### src/rtl/serial_add_sub.sv
// Bit-serial adder/subtractor: streams two latched operands LSB-first through one full_adder.
// Optional zero-result flag output enabled by defining SERIAL_ADD_SUB_ZERO_FLAG_EN.

module full_adder (
  input  logic a,
  input  logic b,
  input  logic cin,
  output logic sum_c,
  output logic cout_c
);

  assign sum_c  = a ^ b ^ cin;
  assign cout_c = (a & b) | (cin & (a ^ b));

endmodule

module serial_add_sub #(
  parameter int unsigned WIDTH = 4
) (
  input  logic             clk,
  input  logic             rst,
  input  logic             in_valid,
  output logic             in_ready,
  input  logic [WIDTH-1:0] a,
  input  logic [WIDTH-1:0] b,
  input  logic             sub,
  output logic             out_valid,
  input  logic             out_ready,
  output logic [WIDTH-1:0] result,
  output logic             cout,
  output logic             overflow
`ifdef SERIAL_ADD_SUB_ZERO_FLAG_EN
  ,
  output logic             zero
`endif
);

  localparam int unsigned CNT_W = (WIDTH > 1) ? $clog2(WIDTH) : 1;
  localparam logic [CNT_W-1:0] LAST_BIT = CNT_W'(WIDTH - 1);

  typedef enum logic [1:0] {
    IDLE = 2'd0,
    RUN  = 2'd1,
    DONE = 2'd2
  } state_t;

  state_t           state;
  logic [WIDTH-1:0] a_sh;
  logic [WIDTH-1:0] b_sh;
  logic             carry;
  logic [CNT_W-1:0] cnt;

  logic             fa_sum_c;
  logic             fa_cout_c;
  logic [WIDTH-1:0] result_nx_c;

  full_adder u_fa (
    .a      (a_sh[0]),
    .b      (b_sh[0]),
    .cin    (carry),
    .sum_c  (fa_sum_c),
    .cout_c (fa_cout_c)
  );

  // Sum bit enters at the MSB so bit i settles at result[i] after WIDTH shifts.
  assign result_nx_c = (result >> 1) | (WIDTH'(fa_sum_c) << (WIDTH - 1));

  always_ff @(posedge clk) begin
    if (rst) begin
      state     <= IDLE;
      in_ready  <= 1'b1;
      out_valid <= 1'b0;
      result    <= '0;
      cout      <= 1'b0;
      overflow  <= 1'b0;
      a_sh      <= '0;
      b_sh      <= '0;
      carry     <= 1'b0;
      cnt       <= '0;
`ifdef SERIAL_ADD_SUB_ZERO_FLAG_EN
      zero      <= 1'b0;
`endif
    end else begin
      case (state)
        IDLE: begin
          if (in_valid) begin
            // Subtraction becomes A + ~B + 1 via inverted B and carry-in of 1.
            a_sh     <= a;
            b_sh     <= b ^ {WIDTH{sub}};
            carry    <= sub;
            cnt      <= '0;
            in_ready <= 1'b0;
            state    <= RUN;
          end
        end
        RUN: begin
          a_sh   <= a_sh >> 1;
          b_sh   <= b_sh >> 1;
          result <= result_nx_c;
          carry  <= fa_cout_c;
          cnt    <= cnt + CNT_W'(1);
          if (cnt == LAST_BIT) begin
            overflow  <= carry ^ fa_cout_c;
            cout      <= fa_cout_c;
            out_valid <= 1'b1;
            state     <= DONE;
`ifdef SERIAL_ADD_SUB_ZERO_FLAG_EN
            zero      <= (result_nx_c == '0);
`endif
          end
        end
        DONE: begin
          if (out_ready) begin
            out_valid <= 1'b0;
            in_ready  <= 1'b1;
            state     <= IDLE;
          end
        end
        default: begin
          state     <= IDLE;
          in_ready  <= 1'b1;
          out_valid <= 1'b0;
        end
      endcase
    end
  end

endmodule

### config.mk
export PLATFORM = sky130hd
export DESIGN_NAME = serial_add_sub
export DESIGN_NICKNAME = d
export VERILOG_FILES = /design/src/rtl/serial_add_sub.sv
export SDC_FILE = /design/constraint.sdc
export NUM_CORES = 1
export LEC_CHECK = 0
export CORE_MARGIN = 2
export CORE_UTILIZATION = 47
export DETAILED_ROUTE_END_ITERATION = 10
export GPL_TIMING_DRIVEN = 0
export PLACE_DENSITY = 0.87
export SLEW_MARGIN = 20
export SYNTH_ARGS = -nofsm -noshare
export SYNTH_HDL_FRONTEND = slang
export SYNTH_SLANG_ARGS = --single-unit
### constraint.sdc
create_clock -name clk -period 1.5 [get_ports clk]
set_input_delay 0.3 -clock clk [delete_from_list [all_inputs] [get_ports clk]]
set_output_delay 0.3 -clock clk [all_outputs]
set_load 0.01 [all_outputs]
==> summary.md, run 1 <==
| Metric | Value |
|---|---|
| GRT Util Overall | `around a fifth` |
| Final Critical Period | `~1300 ps` |
| Initial antenna violation count | `0` |
| YS warnings | `0` |
| Core box area | `~1800 µm²` |
| Layout cells sized above 1 | `under 10%` |
| GR Overflow Total | `0` |
| Htree depth | `1` |
| Final count of negative-setup-slack endpoints | `0` |
| VDD IR max | `approximately 0.55 mV` |
| Chip Height | `approximately 48 µm` |
| Clk sinks | `21` |
| FFs w/ async S/R, synth | `0%` |
| Final Hold Fails | `0` |
| Global-route met2 utilization | `about 30%` |
| Dpl hpwl | `~1.3 mm` |
| Largest net degree at the start of global routing | `12` |
| Remaining DRCs | `0` |
| CP Capture Type | `register` |
| ANT cells | `0` |
| # fillers | `roughly 150` |
| Synth cell types | `28` |
| WP data required | `between 1500 and 2000 ps` |
| Status | `completed` |
| Unrepaired setup endpoints after global routing | `no` |
| Arrival @ worst endpoint | `between 1000 and 1500 ps` |
| GPL Wtd Cong | `between 0.7 and 0.8` |
| Critical-path cell list | `fa_1, xor2_1, nor2_1, nor3_1` |
| RR Startpoint | `carry` |
| Starting density of the core | `51.09%` |
| # hold bufs at CTS | `0` |
| Mapped Area | `between 900 and 1000 µm²` |
| I/O pin cnt | `21` |
| Hold_sp | `sub` |
| Max-cap check violation count | `0` |
| Min Hold Slack | `roughly 370 ps` |
| NumNets Final | `131` |
| First-pass DRT Iterations | `4` |
| Clock root buffer | `clkbuf_4` |
| CTS clk-pin slew, worst paths | `between 100 and 150 ps` |
| Port Buf Inserts | `19` |
| FF+latch count, synth | `21` |
| First-pass GRT wire length | `about 2.9 mm` |
| TritonCTS buffer count | `3` |
| Cell Pwr Density | `~910 nW/µm²` |
| Met3 Usage GRT | `2.264%` |
| Synth top area share | `46.15%` |
| M1 GR Usage | `a little under a quarter` |
| Post-route antenna net violation count | `0` |
| Synthesis-to-layout area growth | `26.92%` |
| Die area | `~2300 µm²` |
| CTS tree | `built` |
| Least-Margin Pin Slew | `around 460 ps` |
| Most frequent cells after synthesis | `21 x dfxtp_1, 17 x nor2_1, 6 x a22oi_1, 6 x mux2i_1, 6 x o22ai_1` |
| Beginning of the critical path | `carry` |
| Die width | `approximately 48 µm` |
| Vias per inst | `approximately 5.3` |
| Syn Nets | `107` |
| Critical path class | `register to register` |
| Worst skew pair latency | `300 ps` |
| Worst Skew | `between 1 and 1.5 ps` |
| Final total power | `roughly 1.1 mW` |
| Max-slew violation count | `0` |
| Area leader, netlist | `dfxtp_1` |
| CP peak stage delay | `480 ps` |
| Top delay family on crit path | `adder cells` |
| Largest cells by area after synthesis | `dfxtp_1 46%, nor2_1 7.0%, mux2i_1 6.6%` |
| DRT iter0 DRCs | `14` |
| CP max FO | `3` |
| WL final | `about 1.8 mm` |
| Hold/Removal Path Class | `primary input to register` |
| Post-DP Area | `between 1000 and 1500 µm²` |
| Slowest CP cell | `fa_1` |
| Tcrit/Tclk final | `83.55%` |
| Max_slew headroom | `roughly 69%` |
| Fin util | `approximately 65%` |
| Via count | `about 740` |
| Post-synth top flop | `dfxtp_1` |
| Synthesized instance count | `approximately 90` |
| WP buf/inv | `0` |
| Syn Area/Cell | `9.901 µm²` |
| Vias in the first global route | `roughly 710` |
| Row cnt | `15` |
| Fmax achieved | `between 700 and 800 MHz` |
| Drt wl/cell | `between 10 and 15 µm` |
| Seq/Total Area, Yosys | `a little under half` |
| CTS Buffer Depth | `2` |
| Busiest metal layer after global routing | `met2` |
| Top-count cell post-synth | `dfxtp_1` |
| Post-synth EDFFs | `0` |
| CP Launch Type | `register` |
| Final Cell Area | `1156 µm²` |
| Pleak | `between 0.5 and 0.6 nW` |
-- final cells by class --
class,instances,area (µm²),area share [%]
Buffer,5,31.28,2.706
Clock buffer,4,26.28,2.273
Inverter,2,7.507,0.6493
Multi-Input combinational cell,64,451.7,39.07
Sequential cell,21,420.4,36.36
Tap cell,25,31.28,2.706
Timing Repair Buffer,19,187.7,16.23
-- tightest hold or removal path, cell delays in order --
cell and delay (ps):
buf_2 160, xnor2_1 90, o22ai_1 90
-- sequential cells by signal (all words and copies together) (netlist names) --
| name | count |
|---|---|
| a_sh | 4 |
| b_sh | 4 |
| result | 4 |
| cnt | 2 |
| state | 2 |
| carry | 1 |
| cout | 1 |
| in_ready | 1 |
| out_valid | 1 |
| overflow | 1 |
-- repair_timing --
item | CTS | global route
gates resized for setup | 6 | 2
buffers inserted | 0 | 0
setup endpoints to repair | 6 | 2
-- layout by cell type (no fill, tap or decap), types with 2 or more instances in the layout --
master | synthesis | final
clkdlybuf4s50_1 | 0 | 11
nor2_1 | 17 | 17
xnor2_1 | 3 | 3
o22ai_1 | 6 | 6
nor3_1 | 2 | 2
a211oi_1 | 5 | 5
mux2i_1 | 6 | 6
dlygate4sd2_1 | 0 | 6
clkbuf_4 | 0 | 3
dfxtp_1 | 21 | 21
a21oi_1 | 4 | 4
xor2_1 | 2 | 2
dlymetal6s2s_1 | 0 | 2
inv_1 | 2 | 2
a22oi_1 | 6 | 6
clkbuf_1 | 2 | 3
-- power breakdown --
part | leakage, nW | switching, mW | internal (mW)
clock network | 0.0150 | 0.167 | 0.104
registers | 0.172 | 0.0215 | 0.588
logic | 0.315 | 0.0810 | 0.0931
-- metrics by stage --
step,setup WS [ps],instances,setup TNS [ps]
detailed placement,-53.94,136,-124.1
global placement,-39.24,136,-92.60
CTS,7.384,140,0
global route,156.0,140,0
finish,246.7,140,0
floorplan,316.4,92,0
-- logic make-up after synthesis --
family                     Yosys count  share of synthesized area [%]
AOI/OAI and AO/OA                   26                          21.29
xor gates and xnor gates             5                          4.809
adders and majority gates            2                          3.571
buffers and inverters                7                          4.259
DFF                                 21                          46.15
muxes                                6                          6.594
and+or+nand+nor                     25                          13.32
-- final timing paths --
path	to	slack [ps]	cells after the start
hold / removal	b_sh[0]	370	3
hold reg to reg	result[0]	500	2
setup / recovery	overflow	250	4
setup reg to reg	overflow	250	4
-- routing by layer --
metal | vias up | wire length (µm)
li1 | 375 | -
met3 | 4 | 44
met4 | 0 | 49
met1 | 351 | 833
met2 | 13 | 878
met5 | - | 0
Note: power is estimated with default switching activity, not from simulation.
==> inputs of run 2 (changes only) <==
- clock period: 1.5 -> 1.2 ns (I/O delays scaled with it)
==> run 2 against run 1 <==
  * Sequential share of layout area up 0.11 points
  * Die area unchanged
  * Routed wire length up 0.39%
  * Hold slack worse by 58 ps
  * Setup slack worse by 210 ps
  * Critical path depth unchanged
  * First-iteration DRC count down 14%
  * Non-clock buffer count unchanged
==> summary.md, run 2 (same netlist as run 1, synthesis figures left out) <==
| Metric | Value |
|---|---|
| Core box area | `about 1800 µm²` |
| GPL Wtd Cong | `approximately 0.76` |
| Clk sinks | `21` |
| ANT cells | `0` |
| Worst skew pair latency | `~300 ps` |
| Largest net degree at the start of global routing | `12` |
| Min Hold Slack | `about 310 ps` |
| GRT Util Overall | `about a fifth` |
| NumNets Final | `approximately 130` |
| Row cnt | `15` |
| Remaining DRCs | `0` |
| Post-placement cell count | `about 140` |
| Die width | `slightly below 50 µm` |
| Critical path class | `register to register` |
| GR Overflow Total | `0` |
| Max-cap check violation count | `0` |
| CTS Buffer Depth | `2` |
| CP max FO | `3` |
| Port Buf Inserts | `19` |
| Biggest regs | `a_sh x4, b_sh x4, result x4` |
| Beginning of the critical path | `carry` |
| Hold_sp | `sub` |
| Post-route antenna net violation count | `0` |
| Vias per inst | `around 5.3` |
| Drt wl/cell | `roughly 13 µm` |
| Cell Pwr Density | `around 1100 nW/µm²` |
| Via count | `around 750` |
| Least-Margin Pin Slew | `451.1 ps` |
| Synthesis-to-layout area growth | `28.43%` |
| WP data required | `about 1400 ps` |
| Die area | `approximately 2300 µm²` |
| CTS tree | `built` |
| Initial antenna violation count | `0` |
| CTS clk-pin slew, worst paths | `~110 ps` |
| Max_slew headroom | `about 70%` |
| CP Launch Type | `register` |
| Commonest non-fill, non-tap cell in the layout | `nor2_1` |
| Clock root buffer | `clkbuf_4` |
| CP Capture Type | `register` |
| Dpl hpwl | `between 1 and 1.5 mm` |
| Htree depth | `1` |
| Fmax achieved | `~860 MHz` |
| Starting density of the core | `slightly above 50%` |
| Final Critical Period | `between 1000 and 1500 ps` |
| First-pass GRT wire length | `slightly below 3 mm` |
| TritonCTS buffer count | `3` |
| Chip Height | `between 40 and 50 µm` |
| Max-slew violation count | `0` |
| RR Startpoint | `carry` |
| Most frequent cells in the layout | `17 x nor2_1, 16 x dfxtp_1, 10 x clkdlybuf4s50_1` |
| VDD IR max | `approximately 0.69 mV` |
| Worst Skew | `~3.6 ps` |
| I/O pin cnt | `21` |
| Pleak | `0.4633 nW` |
| First-pass DRT Iterations | `4` |
| DRT iter0 DRCs | `12` |
| Tcrit/Tclk final | `a little over nine tenths` |
| Final Hold Fails | `0` |
| Layout cells sized above 1 | `between 10% and 20%` |
| Final count of negative-setup-slack endpoints | `0` |
| Final std cells w/o fill | `between 100 and 150` |
| Unrepaired setup endpoints after global routing | `yes` |
| Arrival @ worst endpoint | `approximately 1400 ps` |
| WL final | `~1.8 mm` |
| Vias in the first global route | `a little over 700` |
| Hold/Removal Path Class | `primary input to register` |
| Status | `completed` |
run 2: changes by cell type in the layout (fill, tap and decap cells not counted):
| cell | delta |
|---|---|
| nor3b_4 | +1 |
| fa_1 | -1 |
| dfxtp_2 | +5 |
| nor3b_2 | -1 |
| clkbuf_2 | +1 |
| dlygate4sd2_1 | -5 |
| fa_2 | +1 |
| dlymetal6s2s_1 | -1 |
| clkdlybuf4s15_1 | +6 |
| clkdlybuf4s50_1 | -1 |
| dfxtp_1 | -5 |
run 2: final timing paths:
| check | end | cells past startpoint | slack (ps) |
|---|---|---|---|
| worst max-delay path | overflow | 4 | 40 |
| worst min-delay path | b_sh[0] | 3 | 310 |
| worst max register to register | overflow | 4 | 40 |
| worst min register to register | result[0] | 2 | 500 |
run 2: through the flow:
step / setup WS, ps / util (%) / area (µm²) / TNS [ps] / total power, mW
finish: 35.23 / 65.61 / 1170 / 0 / 1.327
global route: -42.41 / 65.61 / 1170 / -42.41 / 1.384
CTS: 0.008438 / 64.84 / 1156 / 0 / 1.340
detailed placement: -293.9 / 63.51 / 1132 / -4219 / 1.003
global placement: -279.2 / 63.51 / 1132 / -3669 / 0.9942
floorplan: 16.44 / - / 910.9 / 0 / 0.9130
run 2: timing repair:
| action | in CTS | in global routing |
|---|---|---|
| setup endpoints to repair | 11 | 17 |
| gates resized for setup | 13 | 11 |
| hold buffers | 0 | 0 |
| hold endpoints to repair | 0 | 0 |
| setup buffers | 0 | 0 |
run 2: critical path, cell delays in order, from the launching register on:
cell and delay (ps):
dfxtp_2 360, fa_2 420, xor2_1 150, nor2_1 80
nor3_1 50
run 2: power by group:
part | total (mW) | switching, mW | internal [mW]
clock | 0.339 | 0.209 | 0.130
combinational | 0.222 | 0.102 | 0.120
sequential | 0.766 | 0.0286 | 0.737
total | 1.33 | 0.339 | 0.988
run 2: area by class of cell:
cell class / count / area, µm²
fillers: 150 / 613.1
plain buffers: 5 / 31.28
repair buffers: 19 / 186.4
flip-flops and latches: 21 / 426.7
clock buffers: 4 / 26.28
well taps: 25 / 31.28
multi-input cells: 64 / 460.4
inverters: 2 / 7.507
run 2: metal layers:
layer,up-vias,track usage [%],share of wire (%)
met5,-,0,0
met4,0,14.59,2.7
met3,4,2.264,2.6
met2,13,30.40,49
met1,353,22.94,46
li1,375,-,-
